[src/rtl/temp_ctrl_fsm.sv]
// Thermostat stage: captures DHT11 samples, smooths temperature and drives fan/heater
// through a hysteresis FSM with dwell and stale-sensor watchdog. Define TEMP_CTRL_AVG_EN for the 4-sample window.
`timescale 1ns/1ps
module temp_ctrl_fsm #(
    parameter int unsigned CLK_HZ      = 100_000_000,
    parameter logic [7:0]  HYST        = 8'd2,
    parameter int unsigned MIN_DWELL_S = 5,
    parameter int unsigned STALE_S     = 3
) (
    input  logic       clk_i,
    input  logic       rst_i,
    input  logic       done_i,
    input  logic [7:0] temp_i,
    input  logic [7:0] hum_i,
    input  logic [7:0] setpoint_i,
    output logic       fan_o,
    output logic       heater_o,
    output logic       fault_o,
    output logic [7:0] temp_avg_o,
    output logic [1:0] state_o
);
    typedef enum logic [1:0] {
        IDLE  = 2'd0,
        COOL  = 2'd1,
        HEAT  = 2'd2,
        FAULT = 2'd3
    } state_t;

    localparam int unsigned PW = (CLK_HZ > 1) ? $clog2(CLK_HZ) : 1;
    localparam int unsigned DW = (MIN_DWELL_S > 0) ? $clog2(MIN_DWELL_S + 1) : 1;
    localparam int unsigned SW = (STALE_S > 0) ? $clog2(STALE_S + 1) : 1;
    localparam logic [PW-1:0] PRESC_MAX  = PW'(CLK_HZ - 1);
    localparam logic [DW-1:0] DWELL_LOAD = DW'(MIN_DWELL_S);
    localparam logic [SW-1:0] STALE_MAX  = SW'(STALE_S);

    logic          r_done_q;
    logic [PW-1:0] r_presc;
    logic [DW-1:0] r_dwell;
    logic [SW-1:0] r_stale;
    logic          r_upd;
    logic          r_bad;
    state_t        r_state;
    state_t        w_state_nxt;
    logic          r_fan;
    logic          r_heater;
    logic          r_fault;

    logic          w_tick;
    logic          w_accept;
    logic          w_valid_in;
    logic          w_take;
    logic          w_stale_hit;
    logic [8:0]    w_hi;
    logic [7:0]    w_lo;
    logic [7:0]    w_avg;

    assign w_tick      = (r_presc == PRESC_MAX);
    assign w_accept    = done_i && !r_done_q;
    assign w_valid_in  = (temp_i <= 8'd60) && (hum_i <= 8'd100);
    assign w_take      = w_accept && w_valid_in;
    assign w_hi        = {1'b0, setpoint_i} + {1'b0, HYST};
    assign w_lo        = (setpoint_i > HYST) ? (setpoint_i - HYST) : 8'd0;
    // A sample landing on the expiry cycle keeps the sensor alive.
    assign w_stale_hit = (r_stale == STALE_MAX) && !w_accept && (r_state != FAULT);

`ifdef TEMP_CTRL_AVG_EN
    logic [7:0] r_win [4];
    logic       r_win_full;
    logic [9:0] w_sum;

    assign w_sum = 10'(r_win[0]) + 10'(r_win[1]) + 10'(r_win[2]) + 10'(r_win[3]);
    assign w_avg = r_win_full ? 8'(w_sum >> 2) : 8'd0;

    always_ff @(posedge clk_i) begin
        if (rst_i) begin
            r_win_full <= 1'b0;
        end else if (w_take) begin
            r_win_full <= 1'b1;
        end
    end

    // NOTE: window data has no reset; r_win_full masks it until the first sample fills all four slots.
    always_ff @(posedge clk_i) begin
        if (w_take) begin
            r_win[0] <= temp_i;
            for (int i = 1; i < 4; i++) begin
                r_win[i] <= r_win_full ? r_win[i-1] : temp_i;
            end
        end
    end
`else
    logic [7:0] r_last;

    assign w_avg = r_last;

    always_ff @(posedge clk_i) begin
        if (rst_i) begin
            r_last <= 8'd0;
        end else if (w_take) begin
            r_last <= temp_i;
        end
    end
`endif

    // NOTE: default assignment first, so every path drives w_state_nxt and no latch is inferred.
    always_comb begin
        w_state_nxt = r_state;
        if (r_bad || w_stale_hit) begin
            w_state_nxt = FAULT;
        end else if (r_upd) begin
            if (r_state == FAULT) begin
                w_state_nxt = IDLE;
            end else if (r_dwell == '0) begin
                case (r_state)
                    IDLE: begin
                        if ({1'b0, w_avg} > w_hi)  w_state_nxt = COOL;
                        else if (w_avg < w_lo)     w_state_nxt = HEAT;
                    end
                    COOL:    if (w_avg <= setpoint_i) w_state_nxt = IDLE;
                    HEAT:    if (w_avg >= setpoint_i) w_state_nxt = IDLE;
                    default: w_state_nxt = r_state;
                endcase
            end
        end
    end

    // NOTE: sequential state uses non-blocking assignments only, so every register sees pre-edge values.
    always_ff @(posedge clk_i) begin
        if (rst_i) begin
            r_done_q <= 1'b1;
            r_presc  <= '0;
            r_dwell  <= '0;
            r_stale  <= '0;
            r_upd    <= 1'b0;
            r_bad    <= 1'b0;
            r_state  <= IDLE;
            r_fan    <= 1'b0;
            r_heater <= 1'b0;
            r_fault  <= 1'b0;
        end else begin
            r_done_q <= done_i;
            r_presc  <= w_tick ? '0 : r_presc + PW'(1);
            r_upd    <= w_take;
            r_bad    <= w_accept && !w_valid_in;

            if (w_accept) begin
                r_stale <= '0;
            end else if (w_tick && (r_stale != STALE_MAX)) begin
                r_stale <= r_stale + SW'(1);
            end

            if (w_state_nxt != r_state) begin
                r_dwell <= DWELL_LOAD;
            end else if (w_tick && (r_dwell != '0)) begin
                r_dwell <= r_dwell - DW'(1);
            end

            r_state  <= w_state_nxt;
            r_fan    <= (w_state_nxt == COOL);
            r_heater <= (w_state_nxt == HEAT);
            r_fault  <= (w_state_nxt == FAULT);
        end
    end

    assign fan_o      = r_fan;
    assign heater_o   = r_heater;
    assign fault_o    = r_fault;
    assign temp_avg_o = w_avg;
    assign state_o    = r_state;

endmodule

[config.mk]
export PLATFORM = sky130hd
export DESIGN_NAME = temp_ctrl_fsm
export DESIGN_NICKNAME = d
export VERILOG_FILES = /design/src/rtl/temp_ctrl_fsm.sv
export SDC_FILE = /design/constraint.sdc
export NUM_CORES = 1
export LEC_CHECK = 0
export CORE_MARGIN = 3
export CORE_UTILIZATION = 55
export DETAILED_ROUTE_END_ITERATION = 16
export HOLD_SLACK_MARGIN = 0.1
export PLACE_DENSITY = 0.88
export REMOVE_ABC_BUFFERS = 1
export SLEW_MARGIN = 0
export SYNTH_ARGS = -nofsm -noshare
export SYNTH_HDL_FRONTEND = slang
export SYNTH_SLANG_ARGS = --single-unit
[constraint.sdc]
create_clock -name clk_i -period 4.1 [get_ports clk_i]
set_input_delay 0.82 -clock clk_i [delete_from_list [all_inputs] [get_ports clk_i]]
set_output_delay 0.82 -clock clk_i [all_outputs]
set_load 0.02 [all_outputs]
; ---- After elaboration in Yosys (flattened, before gate mapping)
; Cells that the tools add are included.
[word_totals]
regBits = 48
input_bits = 27
output_inout_bits = 13
word_cells = 66
[op_classes]
add_sub_neg = 5
order_cmp = 7
eq_ne = 11
n_mux = 12
reduce_logical = 19
[ops]
columns = operator, count
row1 = "adder 27 x 1 -> 27 bit, second input constant", 1
row2 = "equality test 27 bit, second input constant", 1
row3 = two-way mux 2 bit, 8
row4 = "equality test 2 bit, second input constant", 5
row5 = "adder 8 x 2 -> 9 bit, second input constant", 1
row6 = > comparator 8 x 9 -> 1 bit, 1
row7 = >= comparator 8 bit, 1
row8 = "> comparator 8 x 2 -> 1 bit, second input constant", 1
row9 = "less-or-equal comparator 8 x 6 -> 1 bit, second input constant", 1
row10 = "less-or-equal comparator 8 x 7 -> 1 bit, second input constant", 1
row11 = less-or-equal comparator 8 bit, 1
row12 = logical AND 1 bit, 8
row13 = less-than comparator 8 bit, 1
row14 = two-way mux 8 bit, 1
row15 = "subtractor 8 x 2 -> 8 bit, second input constant", 1
row16 = two-way mux 3 bit, 2
row17 = case mux 2 bit (3 select lines), 1
row18 = OR reduction 2 bit, 3
row19 = "equality test 2 x 1 -> 1 bit, second input constant", 2
row20 = "inequality test 2 bit, second input constant", 2
row21 = zero test 1 bit, 3
row22 = zero test 3 bit, 1
row23 = nonzero test 3 bit, 1
row24 = "subtractor 3 x 1 -> 3 bit, second input constant", 1
row25 = other kinds (5), 5

; ---- Depth between registers and ports, before layout
[logic_depth]
word_depth = 12
depth_mapped = 13
mapped_depth_nobuf = 13

; ---- Worst setup path after synthesis
; Ideal clock, no wire load.
[synth_path]
path_kind = input to register
start = input setpoint_i[1]
end = register r_dwell[1]
setup_time_ps = 91
t_arrival_ps = 3109
t_required_ps = 4009
slack_ps = 900
path_stages = 13
n_path_buf = 0
path_cell_list = inv_1 -> ha_1 -> nand3_1 -> or3_1 -> nor3_1 -> a21oi_1 -> ha_1 -> nand4_1 -> or3_1 -> o211ai_1 -> o21bai_1 -> a21bo_1 -> nor4bb_1
[synth_between]
elab_chain_len = 12
elab_cells_between_ends = 19
classes_between = add/sub (2) / order compare (5) / eq/ne (1) / mux (10) / reduce/logical (1)
[synth_rtl]
columns = item, line
row1 = "start, declared", 15  ; input logic [7:0] setpoint_i,
row2 = subtractor 8 x 2 -> 8 bit or > comparator 8 x 2 -> 1 bit (tied branches), 62  ; assign w_lo = (setpoint_i > HYST) ? (setpoint_i - HYST) : 8'd0;
row3 = two-way mux 8 bit, 62
row4 = less-than comparator 8 bit, 117  ; else if (w_avg < w_lo) w_state_nxt = HEAT;
row5 = two-way mux 2 bit, 117
row6 = two-way mux 2 bit, 116  ; if ({1'b0, w_avg} > w_hi) w_state_nxt = COOL;
row7 = case mux 2 bit (3 select lines) *, 114  ; case (r_state)
row8 = two-way mux 2 bit *, 113  ; end else if (r_dwell == '0) begin
row9 = two-way mux 2 bit *, 111  ; if (r_state == FAULT) begin
row10 = two-way mux 2 bit *, 110  ; end else if (r_upd) begin
row11 = two-way mux 2 bit *, 108  ; if (r_bad || w_stale_hit) begin
row12 = inequality test 2 bit *, 152  ; if (w_state_nxt != r_state) begin
row13 = OR reduction 2 bit (no line) *, n/a
row14 = "end signal, assigned", 155  ; r_dwell <= r_dwell - DW'(1);
row15 = "end, declared", 38  ; logic [DW-1:0] r_dwell;
; Every way passes the cells marked *; elsewhere a longest branch is shown, timed or not.
; A chain may end at the register's enable or synchronous reset.

; ---- Worst setup path after layout
[layout_path]
start = input setpoint_i[2]
end = register r_dwell[1]
; Same word-level chain as after synthesis.

==> parameters.txt <==
Parameter                              Value

Outcome
  Status ... finished, final reports clean

Logic synthesis
  Sequential area share after synthesis ... 32.3%
  Most area-consuming cells after synthesis ... sky130_fd_sc_hd__dfxtp_1 32%, sky130_fd_sc_hd__ha_1 12%, sky130_fd_sc_hd__nor2_1 5.4%
  Share of the synthesized area in the top cell type ... 32.3%
  Predominant post-synthesis flop cell ... sky130_fd_sc_hd__dfxtp_1
  Average size of a mapped cell ... 8.76 µm²
  Count of flip-flops with a built-in enable after synthesis ... 0
  Synth area leader ... sky130_fd_sc_hd__dfxtp_1
  Number of distinct library cell variants in the gate-level netlist after synthesis ... 53
  Synthesis-stage register bit count ... 48
  Post-Synthesis Cell Area ... 0.00298 mm²
  Count of yosys warnings during synthesis ... 0
  Synth Instances ... 340
  FFs w/ async S/R, synth ... 0%

Timing
  Slew HR ... 33.1%
  Unrepaired setup endpoints after global routing ... no
  Maximum clock frequency ... 272 MHz
  Max Transition Viols Final ... 0
  Worst Max-Slew Pin Slew ... 1.00 ns
  Total negative slack for setup checks ... 0 ns
  Minimum clock period ... 3.67 ns
  Count of endpoints failing hold in the final timing report ... 0
  Clk_skew ... 0.00750 ns
  Final clock period utilization by the worst path ... 89.6%
  Setup violation total in the final timing report ... 0

Setup path
  Critical Path Source Type ... input pin
  Worst path cell trace ... clkdlybuf4s50_1 > inv_1 > ha_1 > nand3_1 > or3_1 > nor3_1 > a21oi_1 > ha_1 > nand4_1 > or3_1 > o211ai_1 > o21bai_1 > a21bo_1 > nor4bb_1
  CP peak stage delay ... 0.49 ns
  Capturing element of the worst setup path ... r_dwell[1]$_SDFFE_PP0P_
  Reg-to-reg startpoint ... temp_avg_o[2]$_SDFFE_PP0P_
  RR Endpoint ... heater_o$_SDFF_PP0_
  Launching instance or port of the critical path ... setpoint_i[2]
  Crit-path slowest cell ... sky130_fd_sc_hd__clkdlybuf4s50_1
  Depth of the worst register-to-register path ... 7
  Type of element capturing the critical path ... flop
  Largest fanout on the critical path ... 5
  Setup slack, reg-to-reg ... 1.85 ns
  Crit path required time ... 4.31 ns
  Critical Path AT ... 3.88 ns
  Startpoint-to-endpoint class of the critical path ... in -> reg

GRT
  Total congestion overflow after global routing ... 0
  Number of global-route vias before repair ... 2536
  Global-route wire length before repair ... 11.2 mm
  Number of antenna violations at the first check in global routing ... 0
  Total routing usage reported by global routing ... 22.1%
  Pin count of the biggest net entering global routing ... 27

Power and ir drop
  Power density over the cells ... 269 mW/mm²
  Fraction of power consumed by combinational cells ... 11.9%
  Switching part of the total power ... 23.9%
  P_leak ... 1.41 nW
  Net switching power ... 229 µW
  Maximum ir drop on the vdd rail ... 0.000145 V
  Relative contribution of sequential cells to total power ... 50.1%
  Clock Power Share ... 38.1%
  Cell-internal power ... 727 µW

Route
  Final WL ... 6.51 mm
  Mean routed wirelength per cell ... 14.5 µm
  TritonRoute pass-1 iters ... 4
  Remaining routing DRC violations ... 0
  Post-DRT Antenna Nets ... 0
  Via count ... 2611
  Iteration-0 DRC count of the detailed router ... 158
  Mean number of vias per cell ... 5.80

Clock tree
  Total clock buffers created by CTS ... 5
  Clock transition at the registers of the reported paths ... 0.09 ns
  CTS tree ... done
  Clock root buffer ... sky130_fd_sc_hd__clkbuf_8
  Count of hold-fix buffers inserted at cts ... 0
  Setup Buffers After CTS ... 0
  # resized after CTS ... 0
  Count of H-tree levels built during CTS ... 2
  Clk_lat worst skew ... 0.31 ns
  Number of clock sinks ... 48
  Maximum count of clock buffers along a single path ... 2

Floorplanning
  Width of the die ... 79.6 µm
  Number of placement rows ... 26
  Initial standard-cell utilization of the core ... 57.6%
  Die Footprint ... 0.00633 mm²
  Die height ... 79.6 µm
  Core Area ... 0.00517 mm²
  IO Count ... 40

Finish
  Final Cell Area ... 0.00355 mm²
  Number of antenna cells inserted ... 0
  Number of non-filler instances in the completed layout ... 450
  Total number of nets in the final design ... 434
  Ratio of cells with drive above 1 in the final layout ... 5.79%
  Filler Cells Inserted ... 398
  Seq. cell area ... 961 µm²
  Layout Area Growth over Synthesis ... 19.2%
  Area of the multi-input gates ... 0.00191 mm²

Worst hold path
  Path type of the worst min-delay path ... reg -> reg

Placed design
  Number of buffers added on ports ... 39
  GP Congestion ... 0.871
  Total placed cells including tap cells ... 442
  Post-DP HPWL ... 4.87 mm
  Post-Place Cell Area ... 0.00343 mm²

Flow run
  Number of violations of the max-capacitance limit ... 0
## Yosys cell counts, types with 2 or more instances
cell	instances
sky130_fd_sc_hd__o21bai_1	2
sky130_fd_sc_hd__nor2b_1	3
sky130_fd_sc_hd__xor2_1	13
sky130_fd_sc_hd__nand2_1	18
sky130_fd_sc_hd__and4_1	6
sky130_fd_sc_hd__a21oi_1	12
sky130_fd_sc_hd__buf_2	5
sky130_fd_sc_hd__nand2b_1	4
sky130_fd_sc_hd__nor4_1	2
sky130_fd_sc_hd__nand3_1	15
sky130_fd_sc_hd__nor3_1	11
sky130_fd_sc_hd__dfxtp_1	48
sky130_fd_sc_hd__ha_1	28
sky130_fd_sc_hd__a31oi_1	7
sky130_fd_sc_hd__nand4_1	9
sky130_fd_sc_hd__mux2i_1	8
sky130_fd_sc_hd__or3_1	6
sky130_fd_sc_hd__xnor2_1	18
sky130_fd_sc_hd__clkbuf_1	3
sky130_fd_sc_hd__inv_1	19
sky130_fd_sc_hd__nor2_1	43
sky130_fd_sc_hd__o22ai_1	2
sky130_fd_sc_hd__and3_1	8
sky130_fd_sc_hd__a211oi_1	4
sky130_fd_sc_hd__nor4_4	3
sky130_fd_sc_hd__and2_1	3
sky130_fd_sc_hd__nor3b_1	2
sky130_fd_sc_hd__o21ai_0	11
sky130_fd_sc_hd__o211ai_1	3
## kinds of logic after synthesis
kind of cell	after synthesis	synth area share, %
AO/OA/AOI/OAI	52	11.6
AND/OR/NAND/NOR	146	28.9
flip-flops	48	32.3
multiplexers	8	2.69
buffers and inverters	27	3.61
adder cells (fa/ha/maj)	28	11.8
XOR/XNOR	31	9.12
## how the worst min path moves through the flow
stage,startpoint,endpoint,cells after the start,slack (ns)
2_1_floorplan,r_presc[0]$_SDFF_PP0_,r_presc[0]$_SDFF_PP0_,1,0.45
3_3_place_gp,r_presc[0]$_SDFF_PP0_,r_presc[0]$_SDFF_PP0_,1,0.47
3_5_place_dp,r_presc[0]$_SDFF_PP0_,r_presc[0]$_SDFF_PP0_,1,0.48
4_1_cts,r_presc[16]$_SDFF_PP0_,r_presc[16]$_SDFF_PP0_,2,0.50
5_1_grt,r_presc[16]$_SDFF_PP0_,r_presc[16]$_SDFF_PP0_,2,0.53
6_report,r_presc[16]$_SDFF_PP0_,r_presc[16]$_SDFF_PP0_,2,0.50
## worst max-delay path: cells and delay by family
family / cells / cell delay (ns)
and+or+nand+nor: 6 / 1.39
buffers and inverters: 2 / 0.62
AOI/OAI and AO/OA: 4 / 0.56
adders and majority gates: 2 / 0.50
## metal layers
metal / GRT usage, % / vias up / routed length, µm
met5: 0 / - / 0
met4: 6.87 / 0 / 68
met3: 6.09 / 8 / 377
met2: 36.8 / 70 / 3070
met1: 27.6 / 1231 / 3000
li1: - / 1302 / -
## flip-flops by register name (all words and copies together), names as in the netlist
signal / cells
fan_o: 1
state_o: 2
r_bad: 1
r_stale: 2
temp_avg_o: 8
fault_o: 1
r_dwell: 3
heater_o: 1
r_presc: 27
r_done_q: 1
r_upd: 1
## placed cells by master (no fill, tap or decap), types with 3 or more instances in the layout
master / count
sky130_fd_sc_hd__nand2b_1: 4
sky130_fd_sc_hd__nand3_1: 15
sky130_fd_sc_hd__a21oi_1: 12
sky130_fd_sc_hd__nand4_1: 9
sky130_fd_sc_hd__xor2_1: 13
sky130_fd_sc_hd__ha_1: 28
sky130_fd_sc_hd__or3_1: 6
sky130_fd_sc_hd__nor2b_1: 3
sky130_fd_sc_hd__and2_1: 3
sky130_fd_sc_hd__dfxtp_1: 48
sky130_fd_sc_hd__and3_1: 8
sky130_fd_sc_hd__nand2_1: 18
sky130_fd_sc_hd__a211oi_1: 4
sky130_fd_sc_hd__clkbuf_8: 6
sky130_fd_sc_hd__o211ai_1: 3
sky130_fd_sc_hd__and4_1: 6
sky130_fd_sc_hd__nor4_4: 3
sky130_fd_sc_hd__xnor2_1: 18
sky130_fd_sc_hd__mux2i_1: 8
sky130_fd_sc_hd__o21ai_0: 11
sky130_fd_sc_hd__a31oi_1: 7
sky130_fd_sc_hd__nor3_1: 11
sky130_fd_sc_hd__nor2_1: 43
sky130_fd_sc_hd__clkdlybuf4s50_1: 39
sky130_fd_sc_hd__inv_1: 19
## area by class of cell
cell class,count,share of cell area [%]
multi-input cells,265,53.8
flip-flops and latches,48,27.1
repair buffers,40,11.2
well taps,70,2.47
clock buffers,6,2.33
inverters,19,2.01
clock inverters,2,1.09
## through the flow
step | hold slack, ns | util, % | setup slack (ns) | power (mW)
finish | 0.502 | 68.6 | 0.427 | 0.955
global route | 0.526 | 68.6 | 0.246 | 0.992
CTS | 0.499 | 68.6 | 0.454 | 0.958
detailed placement | 0.482 | 66.3 | 0.0905 | 0.601
global placement | 0.472 | 66.3 | 0.277 | 0.597
floorplan | 0.449 | - | 0.900 | 0.546
## power by group through the flow
stage	Sequential, mW	Clock (mW)	Combinational [mW]
CTS	0.478	0.367	0.113
detailed placement	0.489	0	0.112
floorplan	0.490	0	0.0561
global placement	0.489	0	0.109
global route	0.479	0.388	0.125
finish	0.478	0.364	0.113
(Power assumes the default switching activity.)
==> RTL change: new RTL, config.mk and constraints unchanged <==
Remove the register `r_fan`: a continuous assignment takes its place, so the output `fan_o` follows one clock earlier.
--- a/src/rtl/temp_ctrl_fsm.sv
+++ b/src/rtl/temp_ctrl_fsm.sv
@@ -134,7 +134,6 @@
             r_upd    <= 1'b0;
             r_bad    <= 1'b0;
             r_state  <= IDLE;
-            r_fan    <= 1'b0;
             r_heater <= 1'b0;
             r_fault  <= 1'b0;
         end else begin
@@ -156,11 +155,12 @@
             end
 
             r_state  <= w_state_nxt;
-            r_fan    <= (w_state_nxt == COOL);
             r_heater <= (w_state_nxt == HEAT);
             r_fault  <= (w_state_nxt == FAULT);
         end
     end
+
+    assign r_fan = (w_state_nxt == COOL);
 
     assign fan_o      = r_fan;
     assign heater_o   = r_heater;
Function: changed (a bounded check fails within 4 cycles, from zero or initial values and one cycle with rst_i high).
==> RTL change against the original RTL <==
Sequential power fell by 2%. Area after synthesis fell by 1.8%. The run now ends with setup timing left. Fmax fell by 11%. Final area rose by 13%. Combinational power rose by 60%. Setup slack got worse by 0.44 ns. Die area fell by 1.7%. Sequential cell count fell by 1. Largest cell class unchanged. Critical endpoint is now fan_o. Wire length rose by 34%. Total power fell by 3.9%. First-iteration DRC count rose by 120%. Count of clock-buffer cells in the layout rose by 1.
==> RTL change: results (changes against the original RTL) <==
outcome=complete, but fails checks (was complete, no violations); violations in the final reports=setup timing; synthesized-area fraction occupied by ao, oa, aoi and oai cells=11.9% (was 11.6%); leading cell types by count after synthesis=sky130_fd_sc_hd__dfxtp_1, sky130_fd_sc_hd__nor2_1, sky130_fd_sc_hd__nand2_1 (was sky130_fd_sc_hd__dfxtp_1, sky130_fd_sc_hd__nor2_1, sky130_fd_sc_hd__ha_1); worst reg-to-reg path cell count=16 (was 7); layout cells sized above 1=24.1% (was 5.79%); number of buffers inserted by post-CTS setup repair=14 (was 0); number of standard cells after synthesis=343 (was 340); grt met1 use=31.6% (was 27.6%); Critical Path Start=setpoint_i[5] (was setpoint_i[2]); n_taps=67 (was 70); Pre-Repair DR Iteration Count=5 (was 4); # setup viols final=1 (was 0); slowest stage cell, crit path=sky130_fd_sc_hd__or4_4 (was sky130_fd_sc_hd__clkdlybuf4s50_1); met2 WL=4180 um (was 3070 um); # placed instances=471 (was 442); Fillers=290 (was 398); post-route worst setup slack=-0.0177 ns (was 0.427 ns); GR met2 Demand/Resource=44.6% (was 36.8%); Routability Congestion=0.931 (was 0.871); HP Start=r_presc[0] (was r_presc[16]); xor-xnor portion of the synthesized cell area=9.88% (was 9.12%); Placed Instance Area=3580 um2 (was 3430 um2); post-detailed-route wirelength per cell=17.6 um (was 14.5 um); maximum fanout along the worst path=3 (was 5); detailed-route wire length on metal 1=3420 um (was 3000 um); termination of the worst setup path=fan_o (was r_dwell[1]); total number of vias=2983 (was 2611); Seq/Total Area, Yosys=32.2% (was 32.3%); total routing usage reported by global routing=26.2% (was 22.1%); Worst Path Arrival=3.30 ns (was 3.88 ns); number of cells on the worst hold path=1 (was 2)
==> RTL change: changes by cell type in the layout (fill, tap and decap cells not counted), moves of 5 or more <==
cell / unedited run / this run
sky130_fd_sc_hd__and4_1: 6 / 1
sky130_fd_sc_hd__nand2_1: 18 / 27
sky130_fd_sc_hd__inv_1: 19 / 13
sky130_fd_sc_hd__ha_1: 28 / 21
sky130_fd_sc_hd__buf_4: 1 / 39
sky130_fd_sc_hd__clkdlybuf4s50_1: 39 / 30
sky130_fd_sc_hd__ha_4: 0 / 6
sky130_fd_sc_hd__nor3_1: 11 / 5
sky130_fd_sc_hd__buf_6: 0 / 8
sky130_fd_sc_hd__inv_2: 0 / 5
==> RTL change: power by group <==
part / internal, mW / total [mW] / switching, mW
Combinational: 0.0921 / 0.181 / 0.0887
Sequential: 0.462 / 0.470 / 0.00794
Clock: 0.120 / 0.267 / 0.148
Total: 0.674 / 0.918 / 0.244
